File: src/rtl/bbpd_vote.sv
// Bang-bang (Alexander) phase detector with a majority vote over VOTE_WORDS words.
// Emits a one-cycle phe strobe per window: 01 advance, 11 retard, 00 no decision.
module bbpd_vote #(
    parameter int WIDTH      = 10,
    parameter int VOTE_WORDS = 4,
    parameter int THRESH     = 0
) (
    input  logic             CLK,
    input  logic             RST,
    input  logic             in_valid,
    input  logic [WIDTH-1:0] data_s,
    input  logic [WIDTH-1:0] edge_s,
    output logic [1:0]       phe,
    output logic             phe_valid
);

    localparam int PW = $clog2(WIDTH + 1);
    localparam int AW = $clog2(VOTE_WORDS * WIDTH + 1);
    localparam int CW = (VOTE_WORDS > 1) ? $clog2(VOTE_WORDS) : 1;

    logic             prev_ok;
    logic             prev_bit;
    logic [WIDTH-1:0] d0;
    logic [WIDTH-1:0] trans;
    logic [WIDTH-1:0] mask;
    logic [WIDTH-1:0] up_f;
    logic [WIDTH-1:0] dn_f;
    logic [PW-1:0]    up_cnt;
    logic [PW-1:0]    dn_cnt;

    logic             s1_valid;
    logic [PW-1:0]    up_pop;
    logic [PW-1:0]    dn_pop;

    logic [AW-1:0]    up_acc;
    logic [AW-1:0]    dn_acc;
    logic [CW-1:0]    word_cnt;
    logic [AW-1:0]    up_sum;
    logic [AW-1:0]    dn_sum;
    logic signed [AW:0] diff;
    int               diff_x;
    logic             last;
    logic [1:0]       phe_n;

    // Bit 0 compares against the last bit of the previous accepted word.
    always_comb begin
        d0    = {data_s[WIDTH-2:0], prev_bit};
        trans = d0 ^ data_s;
        mask  = {{(WIDTH-1){1'b1}}, prev_ok};
        up_f  = trans & ~(edge_s ^ d0) & mask;
        dn_f  = trans & ~(edge_s ^ data_s) & mask;
    end

    always_comb begin
        up_cnt = '0;
        dn_cnt = '0;
        for (int i = 0; i < WIDTH; i++) begin
            up_cnt = up_cnt + PW'(up_f[i]);
            dn_cnt = dn_cnt + PW'(dn_f[i]);
        end
    end

    always_ff @(posedge CLK) begin
        if (RST) begin
            prev_ok  <= 1'b0;
            prev_bit <= 1'b0;
        end else if (in_valid) begin
            prev_ok  <= 1'b1;
            prev_bit <= data_s[WIDTH-1];
        end
    end

    always_ff @(posedge CLK) begin
        if (RST) begin
            s1_valid <= 1'b0;
            up_pop   <= '0;
            dn_pop   <= '0;
        end else begin
            s1_valid <= in_valid;
            up_pop   <= up_cnt;
            dn_pop   <= dn_cnt;
        end
    end

    always_comb begin
        up_sum = up_acc + AW'(up_pop);
        dn_sum = dn_acc + AW'(dn_pop);
        diff   = $signed({1'b0, up_sum}) - $signed({1'b0, dn_sum});
        diff_x = int'(diff);
        last   = s1_valid && (word_cnt == CW'(VOTE_WORDS - 1));
        phe_n  = 2'b00;
        if (diff_x > THRESH) begin
            phe_n = 2'b01;
        end else if (diff_x < -THRESH) begin
            phe_n = 2'b11;
        end
    end

    always_ff @(posedge CLK) begin
        if (RST) begin
            up_acc    <= '0;
            dn_acc    <= '0;
            word_cnt  <= '0;
            phe       <= 2'b00;
            phe_valid <= 1'b0;
        end else begin
            phe       <= 2'b00;
            phe_valid <= 1'b0;
            if (last) begin
                up_acc    <= '0;
                dn_acc    <= '0;
                word_cnt  <= '0;
                phe       <= phe_n;
                phe_valid <= 1'b1;
            end else if (s1_valid) begin
                up_acc    <= up_sum;
                dn_acc    <= dn_sum;
                word_cnt  <= word_cnt + CW'(1);
            end
        end
    end

endmodule

File: config.mk
export PLATFORM = sky130hd
export DESIGN_NAME = bbpd_vote
export DESIGN_NICKNAME = d
export VERILOG_FILES = /design/src/rtl/bbpd_vote.sv
export SDC_FILE = /design/constraint.sdc
export NUM_CORES = 1
export LEC_CHECK = 0
export CORE_AREA = 2 2 67 69
export DETAILED_ROUTE_END_ITERATION = 10
export DIE_AREA = 0 0 69 71
export PLACE_DENSITY = 0.75
export RECOVER_POWER = 100
export SYNTH_ARGS = -nofsm -noshare
export SYNTH_HDL_FRONTEND = slang
export SYNTH_SLANG_ARGS = --single-unit
File: constraint.sdc
create_clock -name CLK -period 4.26 [get_ports CLK]
set_clock_uncertainty 0.15 [all_clocks]
set_input_delay 0.426 -clock CLK [delete_from_list [all_inputs] [get_ports CLK]]
set_output_delay 0.426 -clock CLK [all_outputs]
set_load 0.02 [all_outputs]
==> impl_metrics.toml, run 1 <==
[placed_design]
hpwl_um = 3290
dp_slack_ns = 0.180
port_buffers = 25
gp_congestion = 0.803

[synth]
synth_cell_types = 36
synth_area_leader_cell = "dfxtp_1"
netlist_instances = 254
avgSynthCellArea_sq_um = 8.67
async_flop_share_pct = 0
synth_fa_ha_area_share_pct = 24.4
yosys.area.top_type_share_pct = 25.4
yosysSeqAreaShare_pct = 25.4
synth_top_family_by_area = "adder cells"
synth_compound_gate_area_share_pct = 15.8
synthSimpleGateAreaFrac_pct = 17.3
synth_area_leaders = "dfxtp_1 25%, fa_1 14%, ha_1 11%"
synth_xor_xnor_area_share_pct = 3.98
yosysWarningCount = 0
synthMuxAreaShare_pct = 6.93
synth_nets = 311
synth_edf_count = 0
synth_ff_type = "dfxtp_1"
synth_area_sq_um = 2200
ys_ff_latch = 28

[sta]
drv_slew = 0
tightest_slew_ns = 0.696
hold_slack_ns = 0.346
setup_ws_ns = 0.417
setup_viol = 0
clock.fmax_ghz = 0.260
rsz0062_at_grt = "no"
max_slew_margin_pct = 53.5
finalCritPeriodShare_pct = 90.2
tns_ns = 0
post-route-min-period_ns = 3.84
hold_viol_final = 0

[floorplanning]
num_io_pins = 26
start_util_pct = 52.4
row_count = 24
die_h_um = 71
die_x_um = 69
dieArea_sq_um = 4900
core_sq_um = 4200

[clocking]
cts_buffers = 3
clkTransAtPathRegs_ns = 0.09
cts_tree = "built"
hold_buffers = 0
ctsResizeCount = 0
max-clock-path-buffers = 2
post_cts_buffers = 0
root_buffer = "clkbuf_8"
htree_levels = 1
clock_latency_ns = 0.27
cts.sink_count = 28

[worst_setup_path]
cp.arrival_ns = 3.84
crit_required_ns = 4.26
cp-start-kind = "primary input"
critPathKind = "primary input to register"
cp-end-kind = "register"
crit_fanout = 4

[finish]
drive_gt1_share_pct = 2.88
layout.nets = 337
antenna_cells = 0
final_util_pct = 60.5
areaGrowthSynthToFinish_pct = 15.4

[flow_run]
drv_cap = 0

[outcome]
status = "completed"

[min_path]
hold_path.class = "register to register"

[routing]
viasPerCell = 5.36
drc_errors = 0
ant_nets = 0
wl_per_cell_um = 11.9
dr.pass1.iters = 4
detail_route.iter0.violations = 57
vias = 1770
routed_wirelength_um = 3920

[power_and_ir_drop]
switching_share_pct = 35.6
switching_power_uw = 304
power_density_nw_per_um2 = 335
ir_drop_v = 0.000258
leakage_uw = 0.00114
p_comb_share_pct = 47.3
p_int_uw = 549
total_power_uw = 853
pwr-share-clk_pct = 16.6
seqPwrFrac_pct = 36.1

[grt]
grt_pass1_vias = 1773
grt_overflow_total = 0
grt_pass1_wl_um = 7220
grt_max_degree = 17
track_usage_pct = 17.9
antenna_found_initial = 0
## layout make-up
type,count,area [sq um]
Tap cell,52,65.1
Timing Repair Buffer,25,250
Multi-Input combinational cell,191,1510
Clock buffer,3,41.3
Fill cell,394,1660
Inverter,31,116
Sequential cell,28,561
## metrics by stage
stage / std cells / area [sq um]
finish: 330 / 2540
global placement: 327 / 2500
detailed placement: 327 / 2500
CTS: 330 / 2540
floorplan: 254 / 2200
global route: 330 / 2540
## kinds of logic after synthesis
kind of cell               Yosys count
adders and majority gates           34
buffers and inverters               35
and+or+nand+nor                     76
AOI/OAI and AO/OA                   56
muxes                               15
DFF                                 28
xor gates and xnor gates            10
## layer usage
metal  routed length (um)  global-route usage, %  vias up  share of wire, %
met3                  107                   3.13        9               2.7
met1                 1860                   21.3      828                48
met2                 1870                   32.5       27                48
met5                    0                      0        -                 0
met4                   80                   6.10        0               2.0
li1                     -                      -      906                 -
## power by group through the flow
stage	clock network [uW]	logic (uW)	registers [uW]
floorplan	0	314	308
global placement	0	391	313
detailed placement	0	405	314
CTS	146	408	308
global route	154	477	312
finish	142	403	308
## cells in the final DEF, fill, tap and decap left out, types with 2 or more instances in the layout
cell / instances
nor2b_1: 12
clkdlybuf4s50_1: 20
fa_1: 15
nor2_1: 23
a21oi_1: 26
nand2_1: 17
a21o_1: 3
mux2i_1: 13
ha_1: 19
nor3b_1: 7
nor3_1: 2
nand2b_1: 9
or3_1: 3
xnor2_1: 5
a211o_1: 3
clkbuf_8: 3
dfxtp_1: 28
o21ai_0: 8
inv_1: 31
dlygate4sd3_1: 5
a211oi_1: 4
xor2_1: 5
mux2_2: 2
## flip-flops by register name (all words and copies together), names as in the netlist
register,flops
dn_acc,6
up_acc,6
dn_pop,4
up_pop,4
phe,2
word_cnt,2
phe_valid,1
prev_bit,1
prev_ok,1
s1_valid,1
## worst paths after layout
| check | start | endpoint | slack [ns] | cells after the start |
|---|---|---|---|---|
| setup / recovery | data_s[0] | dn_pop[2] | 0.42 | 13 |
| hold / removal | dn_acc[2] | dn_acc[2] | 0.35 | 2 |
| setup reg to reg | prev_bit | dn_pop[2] | 0.80 | 12 |
| hold reg to reg | dn_acc[2] | dn_acc[2] | 0.35 | 2 |
## cell usage after synthesis (3+ instances only)
| library cell | count |
|---|---|
| nor3b_1 | 7 |
| nand2b_1 | 9 |
| ha_1 | 19 |
| a21o_1 | 3 |
| fa_1 | 15 |
| o21ai_0 | 8 |
| mux2i_1 | 13 |
| dfxtp_1 | 28 |
| or3_1 | 3 |
| a211oi_1 | 4 |
| xnor2_1 | 5 |
| nor2_1 | 23 |
| nor2b_1 | 12 |
| nand2_1 | 17 |
| xor2_1 | 5 |
| a21oi_1 | 26 |
| inv_1 | 31 |
| a211o_1 | 3 |
## critical path: stages
cell	delay, ns
dlygate4sd3_1	0.57
nand2b_1	0.14
mux2i_1	0.07
and2_0	0.18
fa_1	0.53
inv_1	0.05
fa_1	0.49
fa_1	0.54
inv_1	0.04
ha_1	0.21
fa_1	0.38
xor2_1	0.16
nor2_1	0.05
Power figures use the tool's default switching activity.
==> run 2: changes to the inputs <==
Settings changed: SLEW_MARGIN set to 15.
==> results of run 2 <==
No change in the layout: final DEF, timing and power equal those of run 1.
==> run 3: changes to the inputs <==
Settings changed: TNS_END_PERCENT set to 20.
==> results of run 3 <==
No change in the layout: final DEF, timing and power equal those of run 1.
